`src/rtl/risc16_pkg.sv`:
```
// Shared types for the RISC16 pipeline family: machine word and the
// {pc, instr} pair that the fetch queue hands to decode.
package risc16_pkg;

  localparam int XLEN = 16;

  typedef logic [XLEN-1:0] word_t;

  typedef struct packed {
    word_t pc;
    word_t instr;
  } fetch_entry_t;

  localparam word_t NOP = '0;

endpackage

```
`src/rtl/risc16_iq_ram.sv`:
```
// Fetch-queue storage: DEPTH x WIDTH register array, one synchronous write
// port and one asynchronous read port. Contents are deliberately not reset.
module risc16_iq_ram
  import risc16_pkg::*;
#(
  parameter int DEPTH = 4,
  parameter int WIDTH = $bits(fetch_entry_t),
  parameter int AW    = $clog2(DEPTH)
) (
  input  logic             clk,
  input  logic             we_i,
  input  logic [AW-1:0]    waddr_i,
  input  logic [WIDTH-1:0] wdata_i,
  input  logic [AW-1:0]    raddr_i,
  output logic [WIDTH-1:0] rdata_o
);

  logic [WIDTH-1:0] mem_q [DEPTH];

  always_ff @(posedge clk) begin
    if (we_i) begin
      mem_q[waddr_i] <= wdata_i;
    end
  end

  assign rdata_o = mem_q[raddr_i];

endmodule

```
`src/rtl/risc16_ifetch_queue.sv`:
```
// Instruction-fetch unit: owns the fetch PC, reads an async instruction
// memory, and buffers {pc, instr} pairs for decode behind a valid/ready port.
module risc16_ifetch_queue
  import risc16_pkg::*;
#(
  parameter int               XLEN     = risc16_pkg::XLEN,
  parameter int               DEPTH    = 4,
  parameter int               PC_STEP  = 2,
  parameter logic [XLEN-1:0]  RESET_PC = '0
) (
  input  logic                       clk,
  input  logic                       rst,
  output logic [XLEN-1:0]            i_addr,
  output logic                       i_oe,
  input  logic [XLEN-1:0]            i_din,
  input  logic                       redirect_valid,
  input  logic [XLEN-1:0]            redirect_pc,
  output logic                       q_valid,
  input  logic                       q_ready,
  output logic [XLEN-1:0]            q_instr,
  output logic [XLEN-1:0]            q_pc,
  output logic [$clog2(DEPTH+1)-1:0] q_count
);

  localparam int PW = $clog2(DEPTH);
  localparam int CW = $clog2(DEPTH + 1);
  localparam logic [CW-1:0] FULL = CW'(DEPTH);

  if (DEPTH < 2 || (DEPTH & (DEPTH - 1)) != 0) begin : g_bad_depth
    $error("risc16_ifetch_queue: DEPTH must be a power of two >= 2");
  end

  logic [XLEN-1:0]   fetch_pc_q, fetch_pc_d;
  logic [PW-1:0]     wr_ptr_q, wr_ptr_d;
  logic [PW-1:0]     rd_ptr_q, rd_ptr_d;
  logic [CW-1:0]     count_q, count_d;
  logic              push, pop, valid;
  logic [2*XLEN-1:0] rd_entry;

  // Full blocks fetch even when decode is popping the same cycle.
  assign push  = !rst && !redirect_valid && (count_q != FULL);
  assign valid = !rst && (count_q != '0);
  assign pop   = valid && q_ready;

  // Redirect flushes everything and overrides any same-cycle push or pop.
  always_comb begin
    fetch_pc_d = fetch_pc_q;
    wr_ptr_d   = wr_ptr_q;
    rd_ptr_d   = rd_ptr_q;
    count_d    = count_q;
    if (redirect_valid) begin
      fetch_pc_d = redirect_pc;
      wr_ptr_d   = '0;
      rd_ptr_d   = '0;
      count_d    = '0;
    end else begin
      if (push) begin
        fetch_pc_d = fetch_pc_q + XLEN'(PC_STEP);
        wr_ptr_d   = wr_ptr_q + PW'(1);
      end
      if (pop) begin
        rd_ptr_d = rd_ptr_q + PW'(1);
      end
      count_d = count_q + CW'(push) - CW'(pop);
    end
  end

  always_ff @(posedge clk) begin
    if (rst) begin
      fetch_pc_q <= RESET_PC;
      wr_ptr_q   <= '0;
      rd_ptr_q   <= '0;
      count_q    <= '0;
    end else begin
      fetch_pc_q <= fetch_pc_d;
      wr_ptr_q   <= wr_ptr_d;
      rd_ptr_q   <= rd_ptr_d;
      count_q    <= count_d;
    end
  end

  risc16_iq_ram #(
    .DEPTH (DEPTH),
    .WIDTH (2 * XLEN),
    .AW    (PW)
  ) u_ram (
    .clk     (clk),
    .we_i    (push),
    .waddr_i (wr_ptr_q),
    .wdata_i ({fetch_pc_q, i_din}),
    .raddr_i (rd_ptr_q),
    .rdata_o (rd_entry)
  );

  assign i_addr  = fetch_pc_q;
  assign i_oe    = push;
  assign q_valid = valid;
  assign q_pc    = valid ? rd_entry[2*XLEN-1:XLEN] : '0;
  assign q_instr = valid ? rd_entry[XLEN-1:0] : XLEN'(NOP);
  assign q_count = rst ? '0 : count_q;

endmodule

```
`config.mk`:
```
export PLATFORM = sky130hd
export DESIGN_NAME = risc16_ifetch_queue
export DESIGN_NICKNAME = d
export VERILOG_FILES = /design/src/rtl/risc16_pkg.sv /design/src/rtl/risc16_iq_ram.sv /design/src/rtl/risc16_ifetch_queue.sv
export SDC_FILE = /design/constraint.sdc
export NUM_CORES = 1
export LEC_CHECK = 0
export ABC_AREA = 1
export CAP_MARGIN = 20
export CELL_PAD_IN_SITES_DETAIL_PLACEMENT = 2
export CELL_PAD_IN_SITES_GLOBAL_PLACEMENT = 2
export CORE_MARGIN = 3
export CORE_UTILIZATION = 32
export DETAILED_ROUTE_END_ITERATION = 12
export PLACE_DENSITY = 0.78
export SLEW_MARGIN = 20
export SYNTH_ARGS = -nofsm -noshare
export SYNTH_HDL_FRONTEND = slang
export SYNTH_SLANG_ARGS = --single-unit
```
`constraint.sdc`:
```
create_clock -name clk -period 2.5 [get_ports clk]
set_clock_uncertainty 0.2 [all_clocks]
set_input_delay 0.375 -clock clk [delete_from_list [all_inputs] [get_ports clk]]
set_output_delay 0.375 -clock clk [all_outputs]
set_load 0.01 [all_outputs]
```
Word-level counts from Yosys, hierarchy flattened
Memories as Yosys holds them, arrays and structs flattened. A register that Yosys moved wholly into a read port is not among the register bits.
Cells that the tools add are included.

storage, ports and cells
  register bits after elaboration = 23
  bits in latches = 0
  RAM bits = 128
  ROM bits = 0
  input bits = 36
  output and inout port bits = 53
  logic and storage cells = 29
  memories = 1

memory list
  memory       words  width  read ports  clocked after Yosys merged registers in  write ports  RTL line             RTL
  u_ram.mem_q  4      32     1           1                                        1            risc16_iq_ram.sv:18  logic [WIDTH-1:0] mem_q [DEPTH];

cells by class
  $add $sub $neg = 5
  multipliers = 0
  divide/modulo/power cells = 0
  order comparisons = 0
  equal/unequal tests = 1
  shift operators = 0
  muxes and demuxes = 9
  bitwise gates (word level) = 0
  reduce and logical (&&, ||, !) cells = 9

operator list
  kind                                            number
  2-to-1 mux 16 bit                               4
  adder 16 x 2 -> 16 bit (second input constant)  1
  adder 2 x 1 -> 2 bit (second input constant)    2
  logical AND 1 bit                               4
  2-to-1 mux 2 bit                                2
  adder 3 x 1 -> 3 bit                            1
  2-to-1 mux 3 bit                                1
  != test 3 bit (second input constant)           1
  nonzero test 3 bit                              1
  subtractor 3 x 1 -> 3 bit                       1
  logical NOT 1 bit                               2
  2-to-1 mux 1 bit                                2
  nonzero test 2 bit                              1
  OR reduction 2 bit                              1

Logic depth before layout (Yosys ltp)
  word-level depth = 5
  depth in mapped cells = 13
  depth with buffers taken out = 13

By module
A second synthesis with hierarchy kept.

unflattened totals
  cell total of the unflattened synthesis = 786
  area, all modules = 7,124.3 µm²

by module, submodules not included
  module               instances  cells each  area an instance (µm²)  sequential area each (µm²)
  risc16_iq_ram        1          509         5,437.7                 3,843.7
  risc16_ifetch_queue  1          277         1,686.6                 460.4

Worst setup path after synthesis
No wires, ideal clock.

  path type = register -> register
  start = register count_q[1]
  end = memory u_ram.mem_q[0][0] (netlist name) (enable)
  library setup time = 421 ps
  arrival = 2,091 ps
  data required time = 1,879 ps
  setup slack = -212 ps
  cell stages (with the launch flop) = 6
  buffers on the path = 1
  period minus slack after synthesis = 2,712 ps
  cell sequence = dfxtp_1 -> nor2_2 -> nand2_2 -> nand2_2 -> buf_6 -> nor2_1

between the ends
  cells in the longest elaborated chain, start to end = 4

ends and longest elaborated chain
  element                                 RTL line                   RTL
  from (decl)                             risc16_ifetch_queue.sv:36  logic [CW-1:0] count_q, count_d;
  from (signal assigned)                  risc16_ifetch_queue.sv:78  count_q <= count_d;
  != test 3 bit                           risc16_ifetch_queue.sv:41  assign push = !rst && !redirect_valid && (count_q != FULL);
  logical AND 1 bit                       risc16_ifetch_queue.sv:41
  2-to-1 mux 1 bit                        risc16_iq_ram.sv:21        if (we_i) begin
  2-to-1 mux 1 bit (not written as such)  risc16_iq_ram.sv:22        mem_q[waddr_i] <= wdata_i;
  to (decl)                               risc16_iq_ram.sv:18

No other way between the ends.

Worst setup path in the final report
  start = input rst
  end = output q_pc[0]

between the ends
  cells in the longest elaborated chain, start to end = 3

ends and longest elaborated chain
  element            RTL line                   RTL
  from (decl)        risc16_ifetch_queue.sv:12  input logic rst,
  logical NOT 1 bit  risc16_ifetch_queue.sv:42  assign valid = !rst && (count_q != '0);
  logical AND 1 bit  risc16_ifetch_queue.sv:42
  2-to-1 mux 16 bit  risc16_ifetch_queue.sv:98  assign q_pc = valid ? rd_entry[2*XLEN-1:XLEN] : '0;
  to (decl)          risc16_ifetch_queue.sv:21  output logic [XLEN-1:0] q_pc,

No other way between the ends.

==> impl_results.md <==
- Number of synthesized flops with an enable pin: 128
- DIE HEIGHT: 148 um
- Worst setup path end: q_pc[0]
- End of the worst register-to-register path: count_q[2]
- Crit path DAT: 1.87 ns
- Via count: 4,978
- Clk sinks: 153
- Post-route minimum period: 2.44 ns
- Die X: 148 um
- Nets@finish: 770
- DRC Markers: 0
- Number of antenna diodes: 0
- Worst vdd ir: 373 uV
- Rows: 51
- Reg2Reg Setup Slack: 0.11 ns
- # fillers: 2,045
- Layout cells sized above 1: 0.166
- Synth area leaders: edfxtp_1 (60%), nor2_1 (10%), dfxtp_1 (7.8%)
- CP Depth: 8
- Final Util: 0.441
- Critical Path Start Type: input pin
- WP data required: 1.92 ns
- Max FO, Critical Path: 13
- Slew @ Worst Pin: 0.398 ns
- Placed Cells: 962
- Most frequent CP cell: buf_12
- LEAKAGE: 0.00318 uW
- Post-CTS Hold Buffers: 0
- Largest area contributor in the netlist: edfxtp_1
- Final non-filler cell total: 1,004
- Asr flop ratio synth: 0
- Crit path cell chain: clkdlybuf4s50_1 -> inv_2 -> nand2_4 -> buf_12 -> buf_12 -> buf_4 -> a21oi_1 -> clkdlybuf4s15_1
- Post-Synthesis Cell Area: 6430 um^2
- Maxcap violations: 0
- CTS tree: yes
- Setup TNS: 0 ns
- Synth Flop Type: edfxtp_1
- CTS Buffer Depth: 2
- Final hold viol count: 0
- Post-synth top area share: 0.598
- Post-DP Area: 7890 um^2
- Synth Area in Adders: 0.0167
- Worst Hold Path Cells: 2
- Seq/Total Area, Yosys: 0.675
- Mapped Avg Cell Area: 10.6 um^2
- Largest net degree at the start of global routing: 51
- CP Class: input pin to output pin
- Vias/cell: 4.96
- Design area: 8630 um^2
- Final setup violation count: 0
- TritonRoute pass-1 iters: 4
- First-pass GRT wire length: 32.6 mm
- Clock Latency Late Sink: 0.42 ns
- Critical-path top delay cell: clkdlybuf4s50_1
- Clock H-tree levels: 4
- Yosys cell types: 36
- I/O pin cnt: 89
- Fraction of the mapped netlist area in simple logic gates: 0.157
- Post-synthesis register bit count: 153
- WL/cell: 20.5 um
- Total track usage: 0.194
- CP peak stage delay: 0.45 ns
- Fin. max-slew vios: 0
- Initial Util: 0.328
- HPWL Detailed: 13.4 mm
- Clock slew at reported path FFs: 0.06 ns
- Rel. slew slack: 0.734
- Layout overhead on the synthesized area: 34.2%
- Outcome: finished, final reports clean
- Clock root buffer master: clkbuf_16
- Reg2Reg Depth: 13
- Syn. warnings: 0
- HP Class: register to register
- Net Count, Synth: 651
- CTS buffer count: 17
- Delay-heaviest family, CP: buffers and inverters
- Total grt overflow: 0
- RD Place Congestion: 0.737
- Post-Syn Instances: 607
- Largest family of logic cells by synthesized area: simple AND/OR/NAND/NOR gates
- Crit Reg-Reg Startpoint: count_q[1]
- Routed WL: 20.6 mm
- Max frequency: 409 MHz
- CP startpoint: rst
- Die area: 21,800 um^2
- Mux contribution to synthesized area: 0
- Core area: 19,600 um^2
- Complex-gate fraction of the synthesized area: 0.105
- Critical path buffer and inverter count: 6
- Initial antenna violation count: 0
- Power Density: 699 nW/um^2
- CP endpoint kind: output pin
- Final ANT Viol Nets: 0
- PortBufs: 88
- Initial DRC count: 189
- Vias in the first global route: 5,757
- Xor/xnor share of the synthesized area: 0.00272
- Tot Pwr: 6030 uW
- Period utilization: 0.977
## tightest hold or removal path, stage by stage, from the launching register on
cell	delay, ns
dfxtp_1	0.32
inv_1	0.08
a21oi_1	0.09
## worst min-delay path by stage
stage,startpoint,endpoint,slack [ns]
floorplan,rd_ptr_q[1],register,0.24
global route,rd_ptr_q[1],register,0.35
detailed placement,rd_ptr_q[1],rd_ptr_q[1],0.31
CTS,rd_ptr_q[1],register,0.31
global placement,rd_ptr_q[1],rd_ptr_q[1],0.26
finish,rd_ptr_q[1],register,0.34
## routing by layer
metal | track usage | vias to the layer above | share of wire
li1 | - | 2322 | -
met4 | 0.0550 | 0 | 0.015
met3 | 0.0414 | 31 | 0.037
met5 | 0 | - | 0
met1 | 0.237 | 2518 | 0.43
met2 | 0.347 | 107 | 0.52
## synthesized netlist by cell type, types with 2 or more instances
library cell / number
nand2_1: 46
nor2_1: 174
dfxtp_1: 25
nor2_2: 2
ha_1: 7
o211ai_1: 3
buf_1: 2
o22ai_1: 2
nand2_2: 3
nor3_1: 2
nand3_1: 16
nand4_1: 5
or2_0: 2
edfxtp_1: 128
buf_2: 12
a21oi_1: 45
inv_2: 3
clkbuf_1: 13
buf_6: 3
inv_1: 29
o21ai_1: 15
o21ai_0: 56
## through the flow
| stage | hold WS, ns | setup slack [ns] |
|---|---|---|
| finish | 0.338 | 0.0570 |
| global route | 0.354 | -0.0378 |
| CTS | 0.313 | -0.219 |
| detailed placement | 0.306 | -0.337 |
| global placement | 0.260 | -0.163 |
| floorplan | 0.236 | -0.212 |
## layout by cell type (no fill, tap or decap), types with 7 or more instances in the layout
cell,instances
inv_1,26
buf_12,12
clkbuf_16,17
nand2_1,44
clkdlybuf4s50_1,54
clkbuf_2,11
o21ai_0,49
edfxtp_1,128
buf_4,26
a21oi_1,43
dfxtp_1,20
o21ai_1,21
nor2_1,166
dlygate4sd2_1,7
nand3_1,16
clkdlybuf4s15_1,7
nor2_4,7
## sequential cells by signal (all words and copies together), names as in the netlist, named ones only
register and flops:
i_addr 16, count_q 3, rd_ptr_q 2, wr_ptr_q 2
u_ram.mem_q 128
## what timing repair did
| item | 4_1_cts | 5_1_grt |
|---|---|---|
| resized for setup | 50 | 66 |
| cloned | 1 | 0 |
| pin swaps | 1 | 13 |
| setup buffers | 6 | 5 |
| setup endpoints to repair | 34 | 30 |
## logic make-up (layout without fill, tap and decap cells)
| family | Yosys count | after routing |
|---|---|---|
| and+or+nand+nor | 252 | 252 |
| buffers and inverters | 64 | 196 |
| DFF | 153 | 153 |
| AOI/OAI and AO/OA | 128 | 128 |
| xor gates and xnor gates | 2 | 2 |
| adders and majority gates | 8 | 8 |
## final cells by class
cell class | instances | area (um^2) | share of cell area
clock buffers | 17 | 425 | 0.0493
clock inverters | 15 | 183 | 0.0212
inverters | 34 | 134 | 0.0155
multi-input cells | 390 | 1900 | 0.221
flip-flops and latches | 153 | 4360 | 0.505
well taps | 265 | 332 | 0.0384
repair buffers | 130 | 1300 | 0.150
## power by group
| group | internal (uW) | switching, uW | total [uW] |
|---|---|---|---|
| sequential | 2840 | 68.9 | 2910 |
| combinational | 207 | 250 | 457 |
| clock | 1650 | 1010 | 2670 |
| total | 4700 | 1330 | 6030 |
No activity file was read; power rests on OpenSTA's default activity.
==> patch 1: new RTL, same settings <==
`DEPTH` is set to 4 in 2 places; all go to 8.
--- a/src/rtl/risc16_iq_ram.sv
+++ b/src/rtl/risc16_iq_ram.sv
@@ -5,3 +5,3 @@
 #(
-  parameter int DEPTH = 4,
+  parameter int DEPTH = 8,
   parameter int WIDTH = $bits(fetch_entry_t),
--- a/src/rtl/risc16_ifetch_queue.sv
+++ b/src/rtl/risc16_ifetch_queue.sv
@@ -6,3 +6,3 @@
   parameter int               XLEN     = risc16_pkg::XLEN,
-  parameter int               DEPTH    = 4,
+  parameter int               DEPTH    = 8,
   parameter int               PC_STEP  = 2,
Interface: changed (resized q_count); port bits go from 89 to 90. The function was not compared with the original's and may differ.
==> patch 1 against the unedited design <==
  * Sequential power grew 84%
  * Worst setup slack lost 0.31 ns
  * Area after synthesis up 83%
  * Power rose by 85%
  * Sequential cell count up 132
  * Clock power increased by 81%
  * The run now ends with setup timing left
  * Design area up 90%
  * Routed wire length up 130%
==> patch 1: results (changes against the unedited design) <==
Status
  – Outcome: finished, violations left
  – Failing checks: setup timing

Logic synthesis
  – EDFF count, synth: 256 (+100%)
  – Synth top area cells: edfxtp_1 65%, nor2_1 7.6%, o21ai_0 6.2%
  – Unique masters post-synth: 39 (+8.3%)
  – Syn nets: 1021 (+57%)
  – Register area share after synthesis: 70.3% (+2.8 points)
  – Synth top cells by count: 256 x edfxtp_1, 239 x nor2_1, 146 x o21ai_0

Power
  – Maximum VDD drop: 0.000451 V (+21%)
  – Net Sw Frac: 24.0% (+1.9 points)
  – Leakage dissipation: 0.00561 uW (+77%)
  – Total sequential power: 5350 uW (+84%)

Clocking
  – H-tree depth: 1 (-3)
  – Worst-Skew Late Latency: 0.58 ns (+0.16 ns)
  – CTS buffer count: 31 (+14)
  – Clk buf depth: 3 (+1)

Global routing
  – Vias in the first global route: 9771 (+70%)
  – Largest net degree at the start of global routing: 33 (-35%)
  – First-pass GRT wire length: 66000 um (+100%)
  – Overall Global Routing Usage: 22.7% (+3.3 points)

STA
  – Slew @ Worst Pin: 0.464 ns (+0.0660 ns)
  – Post-Route Setup TNS: -5.24 ns (-5.24 ns)
  – Final setup fails: 32 (+32)
  – Final WS setup: -0.253 ns (-0.310 ns)

Final layout
  – Max reg flops: 256 (+100%)
  – Share of layout cells above drive strength 1: 30.3% (+14 points)
  – Final net count: 1213 (+58%)

Route
  – Via Count: 8878 (+78%)
  – Final WL: 46700 um (+130%)
  – DRT iter0 DRCs: 610 (+220%)
  – Initial DRT Pass Iterations: 5 (+1)

Setup path
  – CP startpoint kind: flip-flop
  – Arr. time, crit path: 2.18 ns (+0.31 ns)
  – Slowest CP cell: dfxtp_4
  – Reg2Reg Depth: 12 (-1)
  – R2r setup slk: 0.09 ns (-0.02 ns)
  – CP max stage delay: 0.41 ns (-0.04 ns)
  – Crit Path Max Fanout: 8 (-5)
  – FF-to-FF Start: count_q[3]

Hold path
  – Worst hold path class: in2reg

Placed design
  – Setup WS pre-CTS: -0.180 ns (+0.157 ns)
  – Buffers on Ports: 89 (+1.1%)
  – RD Place Congestion: 0.765 (+3.7%)
  – Detail Placement HPWL: 23900 um (+78%)
-- patch 1: stage by stage --
| stage | instances | hold slack [ns] |
|---|---|---|
| after CTS | 1638 | 0.185 |
| after detailed placement | 1543 | 0.296 |
| after global placement | 1543 | 0.278 |
| after floorplan | 975 | 0.263 |
| after global routing | 1650 | 0.217 |
| final | 1650 | 0.185 |
-- patch 1: area by class of cell --
type | count | area (um2)
Inverter | 29 | 128
Clock buffer | 41 | 917
Multi-Input combinational cell | 605 | 3740
Timing Repair Buffer | 215 | 2600
Fill cell | 3517 | 19500
Tap cell | 461 | 577
Clock inverter | 14 | 119
Sequential cell | 285 | 8280
-- patch 1: repair_timing --
action | CTS | global route
setup buffers | 26 | 11
endpoints found under the setup margin | 35 | 39
pin swaps | 64 | 52
cloned | 16 | 5
gates resized for setup | 357 | 114
-- patch 1: worst max path at each step --
stage / endpoint / slack [ns] / depth (start not counted)
floorplan: u_ram.mem_q[1][0] / -0.06 / 8
global placement: q_instr[12] / -0.19 / 6
detailed placement: q_instr[12] / -0.18 / 6
CTS: q_pc[11] / -0.19 / 9
global route: q_pc[0] / -0.35 / 10
finish: q_pc[3] / -0.25 / 9
-- patch 1: layer usage --
metal | GRT usage [%] | share of wire [%] | vias to the layer above
li1 | - | - | 3883
met1 | 29.5 | 42 | 4665
met2 | 40.0 | 51 | 259
met3 | 2.61 | 4.3 | 71
met4 | 6.76 | 2.6 | 0
met5 | 0 | 0 | -
-- patch 1: logic make-up (layout without fill, tap and decap cells) --
family	count (synthesis)	in the layout	synth area share [%]
AOI/OAI and AO/OA	227	227	10.3
muxes	32	32	2.72
and+or+nand+nor	331	331	11.2
buffers and inverters	85	299	3.95
xor gates and xnor gates	5	5	0.373
adders and majority gates	10	10	1.13
DFF	285	285	70.3
==> patch 2: new RTL, config.mk and constraints unchanged <==
Without the edit above. Make the reset (`rst`) asynchronous in one clocked block.
--- a/src/rtl/risc16_ifetch_queue.sv
+++ b/src/rtl/risc16_ifetch_queue.sv
@@ -67,3 +67,3 @@
 
-  always_ff @(posedge clk) begin
+  always_ff @(posedge clk or posedge rst) begin
     if (rst) begin
Formal check against the unedited RTL: differs if rst is asserted again (counterexample within 4 cycles, from zero or initial values and one cycle with rst high); with rst held inactive, the same outputs for 10 cycles.
==> patch 2 against the unedited design <==
  * The run now ends with setup timing left
  * Critical path type is now reg2out
  * Design area is 0.10% higher
  * Sequential share of layout area rose by 0.70 points
  * Count of clock-buffer cells in the layout grew 1
  * Area after synthesis rose by 1.4%
  * Largest cell class unchanged
  * Routed wire length decreased by 0.66%
  * Sequential cell count fell by 2
  * Worst setup slack got worse by 0.28 ns
Power is not compared: it rests on default switching activity, and its combinational part moved more than twofold at a synthesized area within 25%.
==> patch 2: results (changes against the unedited design) <==
Placed design
  – Placed Cells: 965 (+0.31%)
  – RD Place Congestion: 0.791 (+7.3%)
  – Detail Placement HPWL: 13400 um (-0.24%)
  – Setup WS pre-CTS: -0.282 ns (+0.0545 ns)
  – DP Area: 7930 um2 (+0.49%)

Setup path
  – Arr. time, crit path: 2.15 ns (+0.28 ns)

Global routing
  – GR met2 Demand/Resource: 35.0% (+0.25 points)
  – First-pass GRT wire length: 32200 um (-1.2%)
  – Met3 Usage GRT: 3.77% (-0.37 points)
  – Met1 usage: 23.1% (-0.59 points)
  – Largest net degree at the start of global routing: 33 (-35%)

STA
  – Final setup fails: 10 (+10)
  – Slew HR: 72.7% (-0.73 points)
  – Final WS setup: -0.225 ns (-0.282 ns)
  – Post-Route Setup TNS: -1.37 ns (-1.37 ns)

Logic synthesis
  – Syn nets: 657 (+0.92%)
  – Unique masters post-synth: 25 (-31%)
  – Synth top area cells: edfxtp_1 59%, dfrtp_1 8.8%, nor2_1 8.4%
  – Cells after Synth: 613 (+0.99%)

Final layout
  – Share of layout cells above drive strength 1: 12.7% (-4.0 points)
  – Post-route insts no fill: 999 (-0.50%)
  – Fillers: 2003 (-2.1%)

Hold path
  – Worst hold path class: in2reg

Route
  – Met3 wire len: 715 um (-5.0%)
  – Via Count: 5020 (+0.84%)
  – Final WL: 20500 um (-0.66%)
  – DRT met1 WL: 8700 um (-0.87%)

Floorplan
  – Die Area: 22100 um2 (+1.4%)

Status
  – Failing checks: setup timing
  – Outcome: finished, violations left
## patch 2: changes by cell type after synthesis, sizes merged, moves of 13 or more
cell / before / now
a21oi: 46 / 33
dfxtp: 25 / 0
nand2: 49 / 74
nand3: 16 / 44
nor2: 177 / 150
dfrtp: 0 / 23
## patch 2: path summary, 6_finish.rpt
path | from | to | slack [ns] | cells after the start
setup / recovery | rd_ptr_q[0] | q_pc[5] | -0.22 | 6
hold / removal | redirect_pc[1] | i_addr[1] | 0.32 | 3
setup reg to reg | count_q[1] | count_q[1] | 0.17 | 12
hold reg to reg | i_addr[0] | u_ram.mem_q[2][16] | 0.40 | 0
max in group asynchronous | rst | rd_ptr_q[0] | 1.44 | 4
min in group asynchronous | rst | i_addr[2] | 0.37 | 4
## patch 2: power breakdown
group	switching, uW	leakage, uW	internal (uW)
Sequential	208	0.00145	2990
Clock	1050	0.000311	1780
Combinational	1020	0.00161	708
## patch 2: kinds of logic (layout without fill, tap and decap cells)
kind of cell	after synthesis	after routing	synth area share, %
fa+ha+maj	8	8	1.65
compound gates	104	104	8.06
flops	151	151	67.7
buf+inv	72	193	4.95
xor+xnor	4	4	0.537
simple gates	274	274	17.1
## patch 2: area by class of cell
cell class              count  share of cell area [%]
clock buffers              18                    4.97
clock inverters            14                    2.58
well taps                 265                    3.84
inverters                  41                    1.85
multi-input cells         390                    21.4
repair buffers            120                    14.2
flip-flops and latches    151                    51.2
## patch 2: repair_timing
action	CTS	global route
gates resized for setup	31	15
pin swaps	2	4
endpoints found under the setup margin	33	28
setup buffers	1	1
hold buffers	0	0
## patch 2: critical path, stage by stage (launching register included)
cell             delay [ns]
dfrtp_2                0.47
buf_6                  0.19
nor2_1                 0.07
nor2_1                 0.10
o21ai_0                0.13
a21oi_2                0.21
clkdlybuf4s50_1        0.56
